`config.mk`:
```
export PLATFORM = sky130hd
export DESIGN_NAME = mem_arbiter
export DESIGN_NICKNAME = d
export VERILOG_FILES = /design/src/rtl/mem_arbiter_pkg.sv /design/src/rtl/mem_arb_wq.sv /design/src/rtl/mem_arbiter.sv
export SDC_FILE = /design/constraint.sdc
export NUM_CORES = 1
export LEC_CHECK = 0
export BUFFER_PORTS_ARGS = -buffer_cell sky130_fd_sc_hd__buf_4
export CORE_AREA = 3 3 336 338
export DETAILED_ROUTE_END_ITERATION = 12
export DIE_AREA = 0 0 339 341
export HOLD_SLACK_MARGIN = 0.1
export PLACE_DENSITY = 0.52
export SKIP_CTS_REPAIR_TIMING = 1
export SYNTH_ARGS = -nofsm -noshare
export SYNTH_HDL_FRONTEND = slang
export SYNTH_SLANG_ARGS = --single-unit
```
`constraint.sdc`:
```
create_clock -name clk -period 18 [get_ports clk]
set_input_delay 3.6 -clock clk [delete_from_list [all_inputs] [get_ports clk]]
set_output_delay 3.6 -clock clk [all_outputs]
set_load 0.005 [all_outputs]
```
`src/rtl/mem_arbiter_pkg.sv`:
```
// Shared encodings for the memory arbiter: owner tags, FSM states, default queue depth.
// Also supplies defaults for the `WORD_SIZE / `CACHE_LINE_SIZE width macros.
`ifndef WORD_SIZE
`define WORD_SIZE 32
`endif
`ifndef CACHE_LINE_SIZE
`define CACHE_LINE_SIZE 128
`endif

package mem_arbiter_pkg;

  typedef logic [1:0] memarb_owner_t;

  localparam memarb_owner_t MEMARB_OWNER_W = 2'd0;
  localparam memarb_owner_t MEMARB_OWNER_I = 2'd1;
  localparam memarb_owner_t MEMARB_OWNER_D = 2'd2;

  localparam logic [1:0] ST_IDLE  = 2'd0;
  localparam logic [1:0] ST_ISSUE = 2'd1;
  localparam logic [1:0] ST_WAIT  = 2'd2;
  localparam logic [1:0] ST_RESP  = 2'd3;

  localparam int MEMARB_WQ_DEPTH = 4;

endpackage

```
`src/rtl/mem_arb_wq.sv`:
```
// Write-back FIFO for the memory arbiter; pointers carry one extra wrap bit
// so full and empty are told apart exactly.
module mem_arb_wq
  import mem_arbiter_pkg::*;
#(
  parameter int DEPTH = MEMARB_WQ_DEPTH,
  parameter int AW    = 32,
  parameter int DW    = 128
) (
  input  logic          clk,
  input  logic          rst,
  input  logic          push,
  input  logic [AW-1:0] push_addr,
  input  logic [DW-1:0] push_data,
  input  logic          pop,
  output logic          full,
  output logic          empty,
  output logic [AW-1:0] head_addr,
  output logic [DW-1:0] head_data
);

  localparam int IW = $clog2(DEPTH);

  logic [IW:0]   wr_ptr_q, wr_ptr_d;
  logic [IW:0]   rd_ptr_q, rd_ptr_d;
  logic [AW-1:0] addr_mem_q [DEPTH];
  logic [DW-1:0] data_mem_q [DEPTH];
  logic          do_push;
  logic          do_pop;

  assign empty = (wr_ptr_q == rd_ptr_q);
  assign full  = (wr_ptr_q[IW] != rd_ptr_q[IW]) &&
                 (wr_ptr_q[IW-1:0] == rd_ptr_q[IW-1:0]);

  // A push into a full queue is fine when the head leaves in the same cycle.
  assign do_push = push && (!full || pop);
  assign do_pop  = pop && !empty;

  assign wr_ptr_d = do_push ? wr_ptr_q + 1'b1 : wr_ptr_q;
  assign rd_ptr_d = do_pop  ? rd_ptr_q + 1'b1 : rd_ptr_q;

  assign head_addr = addr_mem_q[rd_ptr_q[IW-1:0]];
  assign head_data = data_mem_q[rd_ptr_q[IW-1:0]];

  always_ff @(posedge clk) begin
    if (rst) begin
      wr_ptr_q <= '0;
      rd_ptr_q <= '0;
    end else begin
      wr_ptr_q <= wr_ptr_d;
      rd_ptr_q <= rd_ptr_d;
    end
  end

  always_ff @(posedge clk) begin
    if (do_push) begin
      addr_mem_q[wr_ptr_q[IW-1:0]] <= push_addr;
      data_mem_q[wr_ptr_q[IW-1:0]] <= push_data;
    end
  end

endmodule

```
`src/rtl/mem_arbiter.sv`:
```
// Shares one memory port between I-cache reads, D-cache reads and queued D-cache writes.
// Define MEM_ARB_RR_EN for round-robin between I and D reads; default is D over I.
//
// state    | meaning
// ST_IDLE  | pick next owner: queued write first, then reads
// ST_ISSUE | mem_req pulse from the request register
// ST_WAIT  | waiting for mem_res; write ack pops the queue
// ST_RESP  | i_res / d_res pulse to the read owner
`ifndef WORD_SIZE
`define WORD_SIZE 32
`endif
`ifndef CACHE_LINE_SIZE
`define CACHE_LINE_SIZE 128
`endif

module mem_arbiter
  import mem_arbiter_pkg::*;
#(
  parameter int WORD_SIZE = `WORD_SIZE,
  parameter int LINE_SIZE = `CACHE_LINE_SIZE,
  parameter int WQ_DEPTH  = MEMARB_WQ_DEPTH
) (
  input  logic                 clk,
  input  logic                 rst,
  input  logic                 i_read,
  input  logic [WORD_SIZE-1:0] i_addr,
  output logic                 i_res,
  output logic [LINE_SIZE-1:0] i_res_data,
  output logic [WORD_SIZE-1:0] i_res_addr,
  input  logic                 d_read,
  input  logic [WORD_SIZE-1:0] d_addr,
  output logic                 d_res,
  output logic [LINE_SIZE-1:0] d_res_data,
  output logic [WORD_SIZE-1:0] d_res_addr,
  input  logic                 d_wenable,
  input  logic [WORD_SIZE-1:0] d_w_addr,
  input  logic [LINE_SIZE-1:0] d_w_data,
  output logic                 wq_full,
  output logic                 wq_overflow,
  output logic                 mem_req,
  output logic                 mem_we,
  output logic [WORD_SIZE-1:0] mem_addr,
  output logic [LINE_SIZE-1:0] mem_wdata,
  input  logic                 mem_res,
  input  logic [LINE_SIZE-1:0] mem_res_data,
  input  logic [WORD_SIZE-1:0] mem_res_addr
);

  logic [1:0]           state_q, state_d;
  memarb_owner_t        owner_q, owner_d;
  logic [WORD_SIZE-1:0] req_addr_q, req_addr_d;
  logic [LINE_SIZE-1:0] req_data_q, req_data_d;
  logic [WORD_SIZE-1:0] res_addr_q, res_addr_d;
  logic [LINE_SIZE-1:0] res_data_q, res_data_d;
  logic                 overflow_q, overflow_d;
  logic                 wq_empty;
  logic                 wq_push;
  logic                 wq_pop;
  logic [WORD_SIZE-1:0] wq_head_addr;
  logic [LINE_SIZE-1:0] wq_head_data;
  logic                 pick_d;
`ifdef MEM_ARB_RR_EN
  memarb_owner_t        rr_last_q, rr_last_d;
`endif

  assign wq_push    = d_wenable && !wq_full;
  assign overflow_d = overflow_q || (d_wenable && wq_full);

  mem_arb_wq #(
    .DEPTH (WQ_DEPTH),
    .AW    (WORD_SIZE),
    .DW    (LINE_SIZE)
  ) u_wq (
    .clk       (clk),
    .rst       (rst),
    .push      (wq_push),
    .push_addr (d_w_addr),
    .push_data (d_w_data),
    .pop       (wq_pop),
    .full      (wq_full),
    .empty     (wq_empty),
    .head_addr (wq_head_addr),
    .head_data (wq_head_data)
  );

  always_comb begin
    pick_d = d_read;
`ifdef MEM_ARB_RR_EN
    if (i_read && d_read) pick_d = (rr_last_q == MEMARB_OWNER_I);
`endif
  end

  always_comb begin
    state_d    = state_q;
    owner_d    = owner_q;
    req_addr_d = req_addr_q;
    req_data_d = req_data_q;
    res_addr_d = res_addr_q;
    res_data_d = res_data_q;
    wq_pop     = 1'b0;
`ifdef MEM_ARB_RR_EN
    rr_last_d  = rr_last_q;
`endif
    case (state_q)
      ST_IDLE: begin
        // Queued writes go first so a D read never overtakes an older write.
        if (!wq_empty) begin
          owner_d    = MEMARB_OWNER_W;
          req_addr_d = wq_head_addr;
          req_data_d = wq_head_data;
          state_d    = ST_ISSUE;
        end else if (i_read || d_read) begin
          owner_d    = pick_d ? MEMARB_OWNER_D : MEMARB_OWNER_I;
          req_addr_d = pick_d ? d_addr : i_addr;
          req_data_d = '0;
          state_d    = ST_ISSUE;
`ifdef MEM_ARB_RR_EN
          rr_last_d  = pick_d ? MEMARB_OWNER_D : MEMARB_OWNER_I;
`endif
        end
      end
      ST_ISSUE: state_d = ST_WAIT;
      ST_WAIT: begin
        if (mem_res) begin
          res_addr_d = mem_res_addr;
          res_data_d = mem_res_data;
          if (owner_q == MEMARB_OWNER_W) begin
            wq_pop  = 1'b1;
            state_d = ST_IDLE;
          end else begin
            state_d = ST_RESP;
          end
        end
      end
      ST_RESP: state_d = ST_IDLE;
      default: state_d = ST_IDLE;
    endcase
  end

  always_ff @(posedge clk) begin
    if (rst) begin
      state_q    <= ST_IDLE;
      owner_q    <= MEMARB_OWNER_W;
      req_addr_q <= '0;
      req_data_q <= '0;
      res_addr_q <= '0;
      res_data_q <= '0;
      overflow_q <= 1'b0;
    end else begin
      state_q    <= state_d;
      owner_q    <= owner_d;
      req_addr_q <= req_addr_d;
      req_data_q <= req_data_d;
      res_addr_q <= res_addr_d;
      res_data_q <= res_data_d;
      overflow_q <= overflow_d;
    end
  end

`ifdef MEM_ARB_RR_EN
  always_ff @(posedge clk) begin
    if (rst) rr_last_q <= MEMARB_OWNER_D;
    else     rr_last_q <= rr_last_d;
  end
`endif

  assign mem_req     = (state_q == ST_ISSUE);
  assign mem_we      = mem_req && (owner_q == MEMARB_OWNER_W);
  assign mem_addr    = req_addr_q;
  assign mem_wdata   = req_data_q;
  assign i_res       = (state_q == ST_RESP) && (owner_q == MEMARB_OWNER_I);
  assign d_res       = (state_q == ST_RESP) && (owner_q == MEMARB_OWNER_D);
  assign i_res_data  = res_data_q;
  assign i_res_addr  = res_addr_q;
  assign d_res_data  = res_data_q;
  assign d_res_addr  = res_addr_q;
  assign wq_overflow = overflow_q;

endmodule
```
==> key figures, run 1 <==
Setup path
  • Cells on worst reg2reg path: 6
  • Register-to-register setup slack: 14.23 ns
  • R2r endpoint: mem_wdata[81]
  • Worst path max stage delay: 0.97 ns
  • Crit start category: input pin
  • CP max-delay cell: buf_4
  • Worst EP arrival: 6.85 ns
  • Buf/Inv on CP: 4
  • Max FO, Critical Path: 108
  • Crit. End Element: flip-flop
  • Cell mode on critical path: buf_4
  • Critical path's top delay family: buffers and inverters
  • Setup Crit Path Kind: in -> reg
  • CP required: 18.51 ns
  • Worst path cell trace: buf_8 > buf_4 > buf_4 > buf_4 > a21oi_1

Routing
  • DR WL/cell: 28.33 um
  • DRC viols: 0
  • Vias post-DR: 23340
  • DRT Pass-1 Iters: 5
  • WL final: 133300 um
  • Vias per inst: 4.960
  • First-iteration detailed-routing DRC count: 1798
  • Antenna Nets Post-Route: 0

Global route
  • Grt ovf: 0
  • First-pass GRT wire length: 183300 um
  • Vias in the first global route: 23750
  • Gr usage total: 22.26%
  • Initial antenna violation count: 59
  • Largest net degree at the start of global routing: 109

Power and ir drop
  • Register share of total power: 48.0%
  • Logic pwr share: 10.1%
  • Clk pwr share: 41.9%
  • Total power: 5.376 mW
  • Cell Int Power: 4.084 mW
  • Pleak: 17.20 nW
  • Switching Fraction: 24.02%
  • VDD IR max: 89.55 uV
  • NetSw: 1.291 mW
  • Power per cell area: 114.6 nW/um^2

Logic synthesis
  • Yosys warns: 0
  • EDFF count, synth: 640
  • Compound-gate portion of the synthesized area: 6.012%
  • Avg Cell Area, Syn: 15.04 sq um
  • Synth area leader: edfxtp_1
  • Synth cell types: 36
  • Mapped Cells: 2416
  • Register area share after synthesis: 71.24%
  • Ys flop type: edfxtp_1
  • Combinational family with the most area after synthesis: multiplexers
  • Post-synth net total: 2811
  • Mapped cell area: 36330 sq um
  • Yosys reg bits: 973
  • Mux cell area share after synthesis: 10.85%
  • Simple-gate share of the synthesized area: 6.329%
  • Synth area leaders: edfxtp_1 53%, dfxtp_1 18%, mux4_2 9.9%
  • Adder-cell share of the synthesized area: 0.1722%
  • Top cell type's share of synthesized area: 52.89%
  • Xor/xnor share of the synthesized area: 0.1928%
  • Share of async-settable or async-resettable flops after synthesis: 0%
  • Post-synth top cells: 640 x edfxtp_1, 333 x dfxtp_1, 323 x nand2_1, 168 x buf_4, 165 x a21oi_1
  • Most common cell in the synthesized netlist: edfxtp_1

Run
  • Max-cap check violation count: 0

Floorplan
  • Die Width: 339 um
  • Starting density of the core: 32.92%
  • IO Count: 876
  • Core Box Area: 110400 sq um
  • Die area: 115600 sq um
  • Cell Rows: 122
  • Chip Height: 341 um

STA
  • Hold Fails Final Rpt: 0
  • Final worst slack: 11.66 ns
  • Setup TNS: 0 ns
  • Setup violators final: 0
  • RSZ-0062 raised after global routing: no
  • Crit share post-route: 35.22%
  • Final count of pins violating max slew: 0
  • Fin crit period: 6.340 ns
  • Layout Skew: 0.01757 ns
  • Worst hold slack: 0.4785 ns
  • FMAX: 157.7 MHz
  • Tightest Pin Transition: 1.372 ns
  • Worst rel slew slack: 8.560%

Worst hold path
  • Hold Path Sink: d_res_data[100]
  • Hold Crit Start: d_res_data[100]
  • Hold Path Class: reg -> reg
  • Hold path cells: 2

Clock network
  • Clk Latency, worst-skew pair: 0.68 ns
  • Clock Root Buffer: clkbuf_16
  • Clock sink count: 973
  • Total CTS buffers: 104
  • Deepest clock path buffer count: 3
  • H-tree levels: 3
  • CTS tree: built
  • Clock transition at path regs: 0.06 ns

Finish
  • # nets final: 3500
  • P&R area growth vs syn: 29.04%
  • Share of cells above drive strength 1: 39.11%
  • Layout Cells excl Fill: 4706

Run status
  • Status: finished clean

Placed design
  • Routability Congestion: 0.9540
  • Place WS: 10.92 ns
  • Placed cell count: 4487
  • HPWL Detailed: 94570 um
  • Port Buf Inserts: 875
## cells in the final DEF (no fill, tap or decap), types with 4 or more instances in the layout
cell type,synthesis,routed
buf_4,168,901
edfxtp_1,640,640
dfxtp_1,333,331
nand2_1,323,322
a21oi_1,165,165
mux4_2,160,160
nor2_1,139,139
a22oi_1,128,128
clkbuf_16,0,110
o21ai_0,38,38
mux2i_1,34,34
nand4_1,32,32
nand3b_1,32,32
o21ai_1,30,30
clkinv_2,0,23
diode_2,0,22
clkbuf_1,106,16
bufinv_16,0,12
clkbuf_8,0,10
clkinvlp_4,0,8
clkinv_1,0,8
ha_1,5,5
xor2_1,4,4
and2_4,0,4
## worst max path at each step
stage / cells past startpoint / slack [ns] / end / start
3_3_place_gp: 5 / 10.94 / mem_wdata[99] / rst
2_1_floorplan: 3 / 9.75 / u_wq.wr_ptr_q[2] / d_wenable
5_1_grt: 5 / 11.43 / d_res_data[116] / rst
3_5_place_dp: 5 / 10.92 / d_res_data[74] / rst
4_1_cts: 5 / 11.64 / d_res_data[116] / rst
6_report: 5 / 11.66 / d_res_addr[9] / rst
## registers in the layout, indices dropped and copies added (netlist names), named ones only
name and cells:
state_q 2, u_wq.wr_ptr_q 3, u_wq.data_mem_q 512, u_wq.addr_mem_q 128, d_res_data 128, wq_overflow 1, d_res_addr 32, owner_q 2
u_wq.rd_ptr_q 3, mem_wdata 128, mem_addr 32
## layout make-up
type,count,area [sq um]
fill,10229,63480
sequential,973,25890
multi-input combinational,1121,8636
timing repair buffer,902,6779
clock buffer,136,2950
tap,1488,1862
clock inverter,61,701.9
antenna,22,55.05
inverter,3,11.26
## power by group through the flow
stage          combinational (mW)  clock (mW)  sequential, mW
2_1_floorplan               0.257           0            2.62
3_3_place_gp                0.547           0            2.62
3_5_place_dp                0.553           0            2.63
4_1_cts                     0.555        2.30            2.58
5_1_grt                     0.589        2.39            2.59
6_report                    0.543        2.25            2.58
## through the flow
step | area, sq um | utilization, %
after floorplan | 36330 | -
after global placement | 43180 | 39.13
after detailed placement | 43180 | 39.13
after CTS | 46830 | 42.43
after global routing | 46860 | 42.46
final | 46890 | 42.48
## routing by layer
metal	part of all wire (%)	global-route usage, %
met5	0.11	0
met4	3.2	8.282
met3	10	8.389
met2	50	37.81
met1	37	25.56
## worst min-delay path: stages (launching register included)
cell     delay, ns
dfxtp_1       0.32
nand2_1       0.06
a21oi_1       0.05
## cells by family (layout without fill, tap and decap cells)
kind of cell / Yosys count / after routing
compound gates: 368 / 368
xor+xnor: 8 / 8
fa+ha+maj: 5 / 5
buf+inv: 322 / 1102
flops: 973 / 973
mux: 194 / 194
other cells: 0 / 22
simple gates: 546 / 546
Note: power is estimated with default switching activity, not from simulation.
==> run 2, diff against run 1 <==
==> constraint.sdc (replaced) <==
create_clock -name clk -period 6 [get_ports clk]
set_input_delay 1.2 -clock clk [delete_from_list [all_inputs] [get_ports clk]]
set_output_delay 1.2 -clock clk [all_outputs]
set_load 0.005 [all_outputs]
==> run 2 against run 1 <==
Critical path depth fell by 1. Design area barely moved. Register-to-register slack got worse by 11 ns. Critical path type is now reg -> out. Highest routed layer unchanged.
==> key figures, run 2 (synthesis gave the netlist of run 1 again) <==
STA
  • Worst hold slack: 0.4772 ns (-0.001393 ns)
  • Hold Fails Final Rpt: 0 (unchanged)
  • Setup TNS: 0 ns (unchanged)
  • Crit share post-route: 54.82%
  • Tightest Pin Transition: 1.111 ns (-0.2603 ns)
  • Final worst slack: 2.711 ns (-8.950 ns)
  • Setup violators final: 0 (unchanged)
  • RSZ-0062 raised after global routing: no
  • Worst rel slew slack: 25.92% (+17 points)
  • Final count of pins violating max slew: 0 (unchanged)
  • Layout Skew: 0.03381 ns (+0.01624 ns)
  • Fin crit period: 3.289 ns
  • FMAX: 304.0 MHz

Setup path
  • Worst path cell trace: xnor2_2 > buf_4 > nor3_1 > buf_4
  • Worst EP arrival: 2.09 ns (-4.76 ns)
  • CP max-delay cell: dfxtp_1
  • CP required: 4.80 ns (-13.71 ns)
  • Crit start category: flip-flop
  • Setup Crit Path Kind: reg -> out
  • Max FO, Critical Path: 36 (-67%)
  • Worst Setup SP: u_wq.wr_ptr_q[2]
  • Cell mode on critical path: buf_4
  • Crit. End Element: output pin
  • Worst path max stage delay: 0.44 ns (-0.53 ns)
  • Worst r2r src: u_wq.wr_ptr_q[2]

Routing
  • DR WL/cell: 28.25 um (-0.28%)
  • Vias post-DR: 23326 (-0.060%)
  • WL final: 133100 um (-0.17%)
  • First-iteration detailed-routing DRC count: 1476 (-18%)
  • DRC viols: 0 (unchanged)
  • DRT Pass-1 Iters: 5 (unchanged)
  • Vias per inst: 4.951 (-0.17%)
  • Antenna Nets Post-Route: 0 (unchanged)

Power and ir drop
  • Total power: 15.94 mW (+200%)
  • Power per cell area: 339.8 nW/um^2 (+200%)
  • Pleak: 17.19 nW (about the same)
  • VDD IR max: 256.8 uV (+190%)

Floorplan
  • Die area: 115600 sq um (unchanged)
  • Starting density of the core: 32.92% (unchanged)
  • IO Count: 876 (unchanged)
  • Chip Height: 341 um (unchanged)
  • Core Box Area: 110400 sq um (unchanged)
  • Cell Rows: 122 (unchanged)
  • Die Width: 339 um (unchanged)

Placed design
  • Place WS: 2.445 ns (-8.474 ns)
  • Port Buf Inserts: 875 (unchanged)
  • HPWL Detailed: 95790 um (+1.3%)
  • Placed cell count: 4489 (+0.045%)
  • Cell Area, Placed: 43320 sq um (+0.32%)
  • Routability Congestion: 0.9474 (-0.69%)

Finish
  • Most common cell after layout, fill and taps aside: buf_4
  • Fin area: 46920 sq um (about the same)
  • Finished Core Util: 42.51% (about the same)
  • # nets final: 3504 (+0.11%)
  • P&R area growth vs syn: 29.13% (about the same)
  • Max FFs per register: 512 (unchanged)
  • Leading cell types in the layout, fill and taps excluded: 893 x buf_4, 640 x edfxtp_1, 331 x dfxtp_1, 322 x nand2_1, 165 x a21oi_1
  • Share of cells above drive strength 1: 38.63% (-0.48 points)
  • Layout Cells excl Fill: 4711 (+0.11%)

Clock network
  • CTS tree: built
  • Total CTS buffers: 106 (+1.9%)
  • Clk Latency, worst-skew pair: 0.67 ns (about the same)
  • Clock transition at path regs: 0.06 ns (about the same)
  • Deepest clock path buffer count: 3 (unchanged)
  • Clock sink count: 973 (unchanged)
  • Clock Root Buffer: clkbuf_16
  • H-tree levels: 3 (unchanged)

Global route
  • First-pass GRT wire length: 183300 um (about the same)
  • Initial antenna violation count: 54 (-8.5%)
  • Gr usage total: 22.24% (about the same)
  • Vias in the first global route: 23833 (+0.35%)
  • Largest net degree at the start of global routing: 162 (+49%)
  • Grt ovf: 0 (unchanged)

Run
  • Max-cap check violation count: 0 (unchanged)

Run status
  • Status: finished clean

Worst hold path
  • Hold Path Class: reg -> reg
  • Hold Crit Start: d_res_data[4]
run 2: cell types whose count changed in the layout (fill, tap and decap cells not counted), sizes merged:
| cell | change |
|---|---|
| clkinvlp | -5 |
| clkinv | -9 |
| inv | +1 |
| bufinv | -4 |
| buf | +2 |
| clkbuf | +21 |
| diode | -1 |
run 2: final timing paths:
kind / to / slack [ns] / cells after the start
worst min register to register: d_res_data[4] / 0.48 / 2
worst min-delay path: d_res_data[4] / 0.48 / 2
worst max-delay path: wq_full / 2.71 / 4
worst max register to register: u_wq.addr_mem_q[1][2] / 2.82 / 5
run 2: worst max-delay path: cells and delay by family (launching register included):
| kind | cells | cell delay, ns |
|---|---|---|
| and+or+nand+nor | 1 | 0.40 |
| buffers and inverters | 2 | 0.48 |
| xor gates and xnor gates | 1 | 0.09 |
| DFF | 1 | 0.44 |
run 2: where the power goes:
| part | internal, mW | switching [mW] | leakage [nW] | total [mW] |
|---|---|---|---|---|
| logic | 0.723 | 0.929 | 6.88 | 1.65 |
| registers | 7.54 | 0.198 | 8.59 | 7.74 |
| clock network | 3.86 | 2.69 | 1.73 | 6.55 |
| total | 12.1 | 3.81 | 17.2 | 15.9 |
run 2: layer usage:
metal	up-vias	global-route usage, %	part of all wire [%]
met5	-	0	0.097
met4	18	7.256	3.3
met3	202	8.901	9.6
met2	908	37.67	49
met1	11895	25.72	38
li1	10303	-	-
run 2: area by class of cell:
| type | count | area [sq um] |
|---|---|---|
| Timing Repair Buffer | 904 | 6919 |
| Tap cell | 1488 | 1862 |
| Clock inverter | 44 | 506.7 |
| Antenna cell | 21 | 52.55 |
| Clock buffer | 157 | 3038 |
| Fill cell | 10133 | 63450 |
| Sequential cell | 973 | 25890 |
| Inverter | 3 | 11.26 |
| Multi-Input combinational cell | 1121 | 8636 |
==> run 3, diff against run 2 <==
--- a/config.mk
+++ b/config.mk
@@ -10,7 +10,7 @@
 export DETAILED_ROUTE_END_ITERATION = 12
 export DIE_AREA = 0 0 339 341
 export HOLD_SLACK_MARGIN = 0.1
-export PLACE_DENSITY = 0.52
+export PLACE_DENSITY = 0.54
 export SKIP_CTS_REPAIR_TIMING = 1
 export SYNTH_ARGS = -nofsm -noshare
 export SYNTH_HDL_FRONTEND = slang
==> constraint.sdc (replaced) <==
create_clock -name clk -period 2.69 [get_ports clk]
set_input_delay 0.538 -clock clk [delete_from_list [all_inputs] [get_ports clk]]
set_output_delay 0.538 -clock clk [all_outputs]
set_load 0.005 [all_outputs]
==> run 3 against run 2 <==
First-iteration DRC count rose by 16%. Worst hold slack got worse by 0.37 ns. Sequential power rose by 120%. Global-route usage fell by 0.20 points. Design area rose by 5.7%. Sequential cell count did not move. Clock skew fell by 0.0021 ns. Wire length barely moved. Clock power rose by 130%. Count of clock-buffer cells in the layout fell by 17. Utilization rose by 2.4 points.
==> key figures, run 3 (synthesis gave the netlist of run 1 again) <==
Clock network
  • Clock sink count: 973 (unchanged)
  • H-tree levels: 3 (unchanged)
  • Deepest clock path buffer count: 3 (unchanged)
  • CTS tree: built
  • Total CTS buffers: 105 (-0.94%)
  • Clock Root Buffer: clkbuf_16
  • Clk Latency, worst-skew pair: 0.68 ns (about the same)
  • Clock transition at path regs: 0.07 ns (about the same)

Finish
  • Max FFs per register: 512 (unchanged)
  • P&R area growth vs syn: 36.49%
  • Most common cell after layout, fill and taps aside: buf_4
  • Leading cell types in the layout, fill and taps excluded: 899 x buf_4, 640 x edfxtp_1, 331 x dfxtp_1, 322 x nand2_1, 221 x dlygate4sd3_1
  • Filler cells: 10014 (-1.2%)
  • Share of cells above drive strength 1: 36.96% (-1.7 points)
  • Fin area: 49590 sq um (+5.7%)
  • # nets final: 3748 (+7.0%)

Global route
  • Vias in the first global route: 23220 (-2.6%)
  • First-pass GRT wire length: 181300 um (-1.1%)
  • Grt ovf: 0 (unchanged)
  • Gr usage total: 22.04% (-0.20 points)
  • Largest net degree at the start of global routing: 121 (-25%)
  • Initial antenna violation count: 61 (+13%)

STA
  • Hold Fails Final Rpt: 0 (unchanged)
  • Worst rel slew slack: 35.68% (+9.8 points)
  • Fin crit period: 2.502 ns
  • Layout Skew: 0.03176 ns (-0.002055 ns)
  • RSZ-0062 raised after global routing: no
  • Tightest Pin Transition: 0.9561 ns (-0.1552 ns)
  • Final count of pins violating max slew: 0 (unchanged)
  • FMAX: 399.7 MHz
  • Final worst slack: 0.1879 ns (-2.523 ns)
  • Worst hold slack: 0.1116 ns (-0.3655 ns)
  • Setup violators final: 0 (unchanged)
  • Crit share post-route: 93.02%
  • Setup TNS: 0 ns (unchanged)

Worst hold path
  • Hold Path Class: in -> reg
  • Hold Crit Start: mem_res_data[127]
  • Hold path cells: 3 (+1)
  • Hold Path Sink: d_res_data[127]

Setup path
  • Setup Crit Path Kind: reg -> out
  • Worst r2r src: u_wq.wr_ptr_q[1]
  • R2r endpoint: u_wq.addr_mem_q[2][23]
  • Max FO, Critical Path: 5 (-86%)
  • CP required: 2.15 ns (-2.65 ns)
  • Worst EP arrival: 1.96 ns (-0.13 ns)
  • Crit start category: flip-flop
  • Register-to-register setup slack: 0.28 ns (-2.54 ns)
  • Cells on worst reg2reg path: 4 (-1)
  • Crit. End Element: output pin

Placed design
  • Port Buf Inserts: 875 (unchanged)
  • Routability Congestion: 0.9277 (-2.1%)
  • Cell Area, Placed: 43740 sq um (+0.96%)
  • HPWL Detailed: 96800 um (+1.1%)
  • Place WS: 0.2963 ns (-2.149 ns)

Routing
  • DR top layer: met5
  • First-iteration detailed-routing DRC count: 1719 (+16%)
  • DR WL/cell: 26.84 um (-5.0%)
  • Vias per inst: 4.852 (-2.0%)
  • DRT Pass-1 Iters: 6 (+1)
  • Vias post-DR: 24053 (+3.1%)
  • WL met1: 51430 um (+2.6%)
  • DR WL met3: 11340 um (-11%)
  • Met2 WL post-DR: 64650 um (-1.6%)
  • Antenna Nets Post-Route: 0 (unchanged)
  • WL final: 133000 um (about the same)
  • DRC viols: 0 (unchanged)

Floorplan
  • Die area: 115600 sq um (unchanged)
  • Cell Rows: 122 (unchanged)
  • Starting density of the core: 32.92% (unchanged)
  • IO Count: 876 (unchanged)
  • Chip Height: 341 um (unchanged)
  • Core Box Area: 110400 sq um (unchanged)
  • Die Width: 339 um (unchanged)

Power and ir drop
  • Cell Int Power: 27.50 mW (+130%)
  • Register share of total power: 47.6% (-0.9 points)
  • NetSw: 8.719 mW (+130%)
  • Pleak: 18.33 nW (+6.6%)
  • Switching Fraction: 24.07% (+0.15 points)
  • Logic pwr share: 11.3% (+0.9 points)
  • VDD IR max: 556.2 uV (+120%)
  • Clk pwr share: 41.1% (about the same)
  • Power per cell area: 730.3 nW/um^2 (+110%)
  • Total power: 36.22 mW (+130%)

Run status
  • Status: finished clean

Run
  • Max-cap check violation count: 0 (unchanged)
run 3: how the worst max path moves through the flow:
| stage | startpoint | endpoint |
|---|---|---|
| 6_report | owner_q[1] | mem_we |
| 5_1_grt | u_wq.wr_ptr_q[1] | u_wq.addr_mem_q[2][19] |
| 4_1_cts | u_wq.wr_ptr_q[0] | wq_full |
| 3_5_place_dp | u_wq.wr_ptr_q[1] | u_wq.addr_mem_q[2][6] |
| 3_3_place_gp | u_wq.wr_ptr_q[1] | u_wq.addr_mem_q[2][3] |
| 2_1_floorplan | u_wq.wr_ptr_q[0] | u_wq.addr_mem_q[0][0] |
run 3: final cells by class:
type	count	area, sq um	share of cell area (%)
Sequential cell	973	25890	52.21
Timing Repair Buffer	1149	9537	19.23
Tap cell	1488	1862	3.754
Multi-Input combinational cell	1121	8652	17.45
Clock inverter	58	675.6	1.362
Antenna cell	25	62.56	0.1261
Inverter	3	11.26	0.02271
Clock buffer	140	2902	5.851
run 3: per-stage QoR:
step,util (%),std cells
after floorplan,-,2416
after global placement,39.63,4513
after detailed placement,39.63,4513
after CTS,42.87,4711
after global routing,44.92,4948
final,44.94,4957
run 3: worst max-delay path: stages (launching register included):
cell     delay (ns)
dfxtp_1        0.36
nor2_1         0.57
and2_1         0.22
buf_4          0.13
run 3: routing by layer:
metal	vias to the layer above	track usage, %
met1	12080	26.22
met4	22	9.135
met5	-	0
li1	10781	-
met2	927	36.39
met3	243	7.760
run 3: power by group through the flow:
stage / combinational, mW / sequential [mW] / clock (mW)
after detailed placement: 3.86 / 17.5 / 0
after global placement: 3.84 / 17.5 / 0
after floorplan: 1.72 / 17.5 / 0
after CTS: 3.88 / 17.2 / 15.3
after global routing: 4.42 / 17.3 / 15.8
final: 4.10 / 17.2 / 14.9
